File: src/rtl/prefix_adder_pipe.sv
// Pipelined Kogge-Stone add/subtract unit with valid/ready flow control.
// Optional signed saturation is enabled by defining ADDER_SAT_EN.
`ifndef LEN_DATA
`define LEN_DATA 32
`endif

module prefix_adder_pipe #(
    parameter int WIDTH      = `LEN_DATA,
    parameter int PIPE_DEPTH = 2
) (
    input  logic             clk,
    input  logic             rst_n,
    input  logic             in_valid,
    output logic             in_ready,
    input  logic [WIDTH-1:0] a,
    input  logic [WIDTH-1:0] b,
    input  logic             cin,
    input  logic             sub,
    output logic             out_valid,
    input  logic             out_ready,
    output logic [WIDTH-1:0] sum,
    output logic             cout,
    output logic             ovf,
    output logic             zero
);

    localparam int LEVELS = $clog2(WIDTH);
    localparam int STEPS  = LEVELS + 1;

    // Prefix entry 0 is the virtual bit -1 carrying c0; entry i is operand bit i-1,
    // so after the last level g[i] is the carry into bit i.
    typedef struct packed {
        logic             a_msb;
        logic             g_msb;
        logic [WIDTH-1:0] p_bit;
        logic [WIDTH-1:0] p;
        logic [WIDTH-1:0] g;
    } gp_t;

    // Register k (of PIPE_DEPTH-1 intermediate ones) sits after work step
    // ((k+1)*STEPS)/PIPE_DEPTH - 1; the last register always follows the sum stage.
    function automatic int reg_stage(input int step);
        int r;
        r = -1;
        for (int k = 0; k < PIPE_DEPTH - 1; k++) begin
            if (((k + 1) * STEPS) / PIPE_DEPTH - 1 == step) r = k;
        end
        return r;
    endfunction

    function automatic gp_t make_gp(input logic [WIDTH-1:0] op_a, input logic [WIDTH-1:0] op_b,
                                    input logic c_in, input logic do_sub);
        gp_t              r;
        logic [WIDTH-1:0] b_eff;
        logic [WIDTH-1:0] gen;
        logic [WIDTH-1:0] prop;
        b_eff   = do_sub ? ~op_b : op_b;
        gen     = op_a & b_eff;
        prop    = op_a ^ b_eff;
        r.g     = {gen[WIDTH-2:0], (do_sub | c_in)};
        r.p     = {prop[WIDTH-2:0], 1'b0};
        r.p_bit = prop;
        r.g_msb = gen[WIDTH-1];
        r.a_msb = op_a[WIDTH-1];
        return r;
    endfunction

    function automatic gp_t prefix_level(input gp_t d, input int span);
        gp_t r;
        r = d;
        for (int i = span; i < WIDTH; i++) begin
            r.g[i] = d.g[i] | (d.p[i] & d.g[i-span]);
            r.p[i] = d.p[i] & d.p[i-span];
        end
        return r;
    endfunction

    gp_t x [0:LEVELS];
    gp_t y [0:LEVELS];

    logic [PIPE_DEPTH-1:0] v;
    logic [PIPE_DEPTH-1:0] en;
    logic [PIPE_DEPTH-1:0] v_up;

    assign x[0] = make_gp(a, b, cin, sub);

    for (genvar s = 0; s < LEVELS; s++) begin : g_step
        localparam int K = reg_stage(s);
        if (K >= 0) begin : g_reg
            gp_t r;
            always_ff @(posedge clk or negedge rst_n) begin
                if (!rst_n) begin
                    r <= '0;
                end else if (en[K]) begin
                    r <= x[s];
                end
            end
            assign y[s] = r;
        end else begin : g_wire
            assign y[s] = x[s];
        end
        assign x[s+1] = prefix_level(y[s], 1 << s);
    end

    assign y[LEVELS] = x[LEVELS];

    // Bubble-collapsing enables: a stage loads when empty or when its successor loads.
    always_comb begin
        en = '0;
        en[PIPE_DEPTH-1] = !v[PIPE_DEPTH-1] | out_ready;
        for (int k = PIPE_DEPTH - 2; k >= 0; k--) begin
            en[k] = !v[k] | en[k+1];
        end
    end

    if (PIPE_DEPTH == 1) begin : g_vup1
        assign v_up = in_valid;
    end else begin : g_vupn
        assign v_up = {v[PIPE_DEPTH-2:0], in_valid};
    end

    always_ff @(posedge clk or negedge rst_n) begin
        if (!rst_n) begin
            v <= '0;
        end else begin
            v <= (en & v_up) | (~en & v);
        end
    end

    assign in_ready  = en[0];
    assign out_valid = v[PIPE_DEPTH-1];

    logic [WIDTH-1:0] carry;
    logic [WIDTH-1:0] sum_raw;
    logic [WIDTH-1:0] sum_fin;
    logic             cout_nxt;
    logic             ovf_nxt;

    always_comb begin
        carry    = y[LEVELS].g;
        sum_raw  = y[LEVELS].p_bit ^ carry;
        cout_nxt = y[LEVELS].g_msb | (y[LEVELS].p_bit[WIDTH-1] & carry[WIDTH-1]);
        ovf_nxt  = carry[WIDTH-1] ^ cout_nxt;
`ifdef ADDER_SAT_EN
        if (ovf_nxt) begin
            sum_fin = y[LEVELS].a_msb ? {1'b1, {(WIDTH-1){1'b0}}} : {1'b0, {(WIDTH-1){1'b1}}};
        end else begin
            sum_fin = sum_raw;
        end
`else
        sum_fin = sum_raw;
`endif
    end

    always_ff @(posedge clk or negedge rst_n) begin
        if (!rst_n) begin
            sum  <= '0;
            cout <= 1'b0;
            ovf  <= 1'b0;
            zero <= 1'b0;
        end else if (en[PIPE_DEPTH-1]) begin
            sum  <= sum_fin;
            cout <= cout_nxt;
            ovf  <= ovf_nxt;
            zero <= (sum_fin == '0);
        end
    end

endmodule

File: config.mk
export PLATFORM = sky130hd
export DESIGN_NAME = prefix_adder_pipe
export DESIGN_NICKNAME = d
export VERILOG_FILES = /design/src/rtl/prefix_adder_pipe.sv
export SDC_FILE = /design/constraint.sdc
export NUM_CORES = 1
export LEC_CHECK = 0
export BUFFER_PORTS_ARGS = -buffer_cell sky130_fd_sc_hd__buf_2
export CAP_MARGIN = 20
export CORE_ASPECT_RATIO = 1.2
export CORE_MARGIN = 5
export CORE_UTILIZATION = 35
export DETAILED_ROUTE_END_ITERATION = 16
export GPL_TIMING_DRIVEN = 0
export PLACE_DENSITY = 0.6
export SLEW_MARGIN = 20
export SYNTH_ARGS = -nofsm -noshare
export SYNTH_HDL_FRONTEND = slang
export SYNTH_SLANG_ARGS = --single-unit
File: constraint.sdc
create_clock -name clk -period 8.1 [get_ports clk]
set_input_delay 0 -clock clk [delete_from_list [all_inputs] [get_ports clk]]
set_output_delay 0 -clock clk [all_outputs]
set_load 0.005 [all_outputs]
## Word level (Yosys, flattened, before mapping)

Cells that the tools add are included.
W data, S select, Z words.

- Reductions and logical operators: 3
- Muxes and demuxes: 1
- Bitwise operators: 370

Operator list:

| operator | count |
|---|---|
| $and A1 B1 Y1 | 228 |
| $or A1 B1 Y1 | 133 |
| $xor A32 B32 Y32 | 2 |
| $and A32 B32 Y32 | 1 |
| $logic_not A32 Y1 | 1 |
| $mux W32 | 1 |
| $not A32 Y32 | 1 |
| $and A2 B2 Y2 | 2 |
| $logic_not A1 Y1 | 2 |
| $not A2 Y2 | 1 |
| $or A2 B2 Y2 | 1 |
| $xor A1 B1 Y1 | 1 |

- Register bits after elaboration: 130
- Bits of input ports: 70
- Word-level logic and storage cells: 383
- Output and inout bits: 37

## Depth between registers and ports, before layout

- Depth in word-level cells: 9
- Gate-level depth with buffers: 9
- Gate-level depth less buffers: 9

## Least setup slack after synthesis

No wires, ideal clock.

- Path kind: register -> register
- Start point: register g_step[2].g_reg.r[23] (netlist name)
- End point: register zero
- Cell stages (with the launch flop): 9
- Buffers on the path: 0
- Setup time: 0.067 ns
- Period minus slack after synthesis: 2.866 ns
- Path slack: 5.234 ns
- Data arrival time: 2.799 ns
- Cell sequence: dfrtp_1 -> or3_1 -> o22ai_1 -> o21bai_1 -> ha_1 -> or4_1 -> or4b_1 -> nor4b_2 -> a32o_1

- Word-level cells in the longest chain between the ends: 6
- Elaborated cells between the ends (all ways): 12
- Classes of those cells: bitwise (11); reduce/logical (1)

RTL lines:

| item | line | text |
|---|---|---|
| from (decl) | 90 | `gp_t r;` |
| from (signal assigned) | 95 | `r <= x[s];` |
| $or A1 B1 Y1 | 72 | `r.g[i] = d.g[i] \| (d.p[i] & d.g[i-span]);` |
| $and A1 B1 Y1 | 72 |  |
| $or A1 B1 Y1 (2 in series) | 72 |  |
| $xor A32 B32 Y32 | 141 | `sum_raw = y[LEVELS].p_bit ^ carry;` |
| net sum_fin[31] | 135 | `logic [WIDTH-1:0] sum_fin;` |
| $logic_not A32 Y1 | 165 | `zero <= (sum_fin == '0);` |
| to (signal assigned) | 165 |  |
| to (decl) | 24 | `output logic zero` |

The timed path passes the listed nets, and every way through them passes these cells.
A chain may end at the register's enable or synchronous reset.

## Worst setup path after layout

- Start point: register g_step[2].g_reg.r[51] (netlist name)
- End point: register zero

- Elaborated cells between the ends (all ways): 24
- Classes of those cells: bitwise (23); reduce/logical (1)

RTL lines:

| item | line | text |
|---|---|---|
| $and A1 B1 Y1 (2 in series) | 73 | `r.p[i] = d.p[i] & d.p[i-span];` |
| $and A1 B1 Y1 | 72 |  |
| $or A1 B1 Y1 | 72 |  |
| $xor A32 B32 Y32 | 141 |  |
| net sum_fin[31] | 135 |  |
| $logic_not A32 Y1 | 165 |  |

The timed path passes the listed nets, and every way through them passes these cells.

==> run summary <==
Int Pwr - 1.51 mW
setup violators final - 0
Final HPWL DP - 15.2 mm
Initial Utilization - 0.352
part of the cycle the worst path needs - 0.423
post-route cell area - 8350 um^2
register area - 3250 um^2
Post-Place Cell Area - 7710 um^2
chip width - 137 um
crit path time final - 3.43 ns
worst-path maximum fanout - 5
Ys Warns - 0
placed cells - 1113
Num CTS Buffers - 17
Top FF cell, synth - dfrtp_1
Boundary Pins - 107
Antenna Nets Post-Route - 0
setup TNS - 0 ns
endpoint type of the worst setup path - flip-flop
fin cells - 1147
GRT Util Overall - 0.185
Synth Cell Area - 6830 um^2
# fillers - 1972
hold crit path type - primary input to flip-flop
nets - 979
Max-slew headroom - 0.369
grt total ovfl - 0
buffers added on ports - 105
area of the multi-input gates - 3430 um^2
Avg WL per Cell - 17.4 um
Avg Cell Area, Syn - 9.15 um^2
Seq pwr share - 0.399
CTS Sinks - 130
Final Power - 2.22 mW
Pleak - 3.97 nW
NetSw - 0.707 mW
fraction of registers with async set/reset - 1.00
RSZ-0062 raised after global routing - false
WP data arrival - 3.78 ns
worst skew pair latency - 0.42 ns
Worst R2R Path Depth - 9
Pins Over Slew Limit - 0
Slew @ Worst Pin - 0.946 ns
Startpoint Class - flip-flop
Core Area - 19400 um^2
most frequent cells in the layout - 199 x nand2_1, 130 x dfrtp_1, 104 x buf_2
row cnt - 56
CTS tree - yes
Clock Pin Slew Worst Setup and Hold Paths - 0.05 ns
DRC - 0
layout cells sized above 1 - 0.157
commonest non-fill, non-tap cell in the layout - nand2_1
power share of the combinational group - 0.257
H-tree levels - 4
largest net degree at the start of global routing - 68
Pwr Density - 266 nW/um^2
gp weighted congestion - 0.826
number of diodes - 0
Layout Skew - 0.0123 ns
Post-synth EDFFs - 0
DRT Wirelength - 20.0 mm
Seq/Total Area, Yosys - 0.477
FF+latch count, synth - 130
post-DR vias/cell - 5.12
slowest cell on the critical path - or4b_1
maximum vdd drop - 0.179 mV
DR pass1 iterations - 5
initial antenna violation count - 0
Cell variety after synth - 46
area grow syn2layout - 22.4%
Sw Share - 0.319
post-synthesis cell count - 746
outcome - complete, no violations
die area - 22400 um^2
first-pass GRT wire length - 31.7 mm
Largest stage delay, worst path - 0.58 ns
Clk pwr share - 0.344
Bufs on Longest Clock Path - 2
clk root buf - clkbuf_16
hold path depth - 4
Mapped Nets - 849
FMAX - 0.292 GHz
initial DRC count - 394
Max Cap Viol - 0
vias after detailed routing - 5873
Setup CP Type - flip-flop to flip-flop
final hold vios - 0
CP Cell Sequence - nand3_1 > o211ai_1 > o22ai_1 > o21bai_1 > ha_1 > or4_1 > or4b_1 > nor4b_2 > a32o_1
worst endpoint required time - 8.45 ns
vias in the first global route - 5786
Die Span Y - 163 um
post-CTS setup buffers - 0
## final timing paths
path                                                     end  slack [ns]                              start
max                                         zero$_DFFE_PN0P_        4.67  g_step[2].g_reg.r[51]$_DFFE_PN0P_
min                        g_step[2].g_reg.r[79]$_DFFE_PN0P_        0.01                              a[15]
max reg2reg                                 zero$_DFFE_PN0P_        4.67  g_step[2].g_reg.r[51]$_DFFE_PN0P_
min reg2reg                              sum[31]$_DFFE_PN0P_        0.46                sum[31]$_DFFE_PN0P_
max in group asynchronous  g_step[2].g_reg.r[91]$_DFFE_PN0P_        7.30                              rst_n
min in group asynchronous  g_step[2].g_reg.r[72]$_DFFE_PN0P_        0.10                              rst_n
## metrics by stage
step | utilization | hold WS (ns) | setup WS (ns)
2_1_floorplan | - | -0.296 | 5.23
3_3_place_gp | 0.396 | 0.214 | 4.71
3_5_place_dp | 0.397 | -0.0121 | 4.69
4_1_cts | 0.430 | 0.00918 | 4.64
5_1_grt | 0.430 | 0.0142 | 4.53
6_report | 0.430 | 0.0135 | 4.67
## power groups by stage
stage | logic [mW] | clock network [mW] | registers, mW
2_1_floorplan | 0.341 | 0 | 0.877
3_3_place_gp | 0.562 | 0 | 0.892
3_5_place_dp | 0.569 | 0 | 0.896
4_1_cts | 0.575 | 0.772 | 0.886
5_1_grt | 0.633 | 0.804 | 0.902
6_report | 0.570 | 0.762 | 0.886
## critical path: cells and delay by family, from the launching register on
kind	cells	cell delay (ns)
AO/OA/AOI/OAI	4	1.06
adder cells (fa/ha/maj)	1	0.33
flip-flops	1	0.47
AND/OR/NAND/NOR	4	1.50
## layer usage
layer  wire length, um  up-vias  GRT usage  part of all wire
li1                  -     2861          -                 -
met5                 0        -          0                 0
met2              9490      165      0.289              0.47
met4               490        0     0.0703             0.024
met1              9000     2816      0.252              0.45
met3              1020       31     0.0371             0.051
## area by class of cell
class,count,share of cell area
timing repair buffer,111,0.0734
buffer,37,0.0166
sequential,130,0.390
inverter,2,0.000899
clock inverter,5,0.00899
tap,261,0.0391
clock buffer,24,0.0613
multi-input combinational,577,0.410
## cells in the mapped netlist, types with 12 or more instances
cell | n | area (um^2)
nor2_1 | 34 | 128
nand2_1 | 199 | 747
xnor2_1 | 13 | 114
clkbuf_1 | 25 | 93.8
buf_1 | 12 | 45.0
dfrtp_1 | 130 | 3250
ha_1 | 33 | 413
o21ai_1 | 28 | 140
o31ai_1 | 16 | 120
o21a_1 | 21 | 158
a21oi_1 | 56 | 280
a21o_1 | 27 | 203
o21ai_0 | 18 | 90.1
nand4_1 | 16 | 100
o211ai_1 | 17 | 128
xor2_1 | 46 | 403
## state kept, by name, summed over array words and instances (netlist names), named ones only
| signal | flops |
|---|---|
| g_step.g_reg.r | 89 |
| ovf | 1 |
| zero | 1 |
| cout | 1 |
| carry | 4 |
| sum | 32 |
## kinds of logic after synthesis
family | count (synthesis) | share of synthesized area
adder cells (fa/ha/maj) | 33 | 0.0605
XOR/XNOR | 61 | 0.0805
AND/OR/NAND/NOR | 278 | 0.171
flip-flops | 130 | 0.477
multiplexers | 1 | 0.00165
AO/OA/AOI/OAI | 204 | 0.188
buffers and inverters | 39 | 0.0214
## what timing repair did
| action | 4_1_cts | 5_1_grt |
|---|---|---|
| gates resized for setup | 0 | 0 |
| hold buffers | 5 | 0 |
| setup endpoints to repair | 0 | 0 |
| hold endpoints to repair | 86 | 0 |
Power figures use the tool's default switching activity.
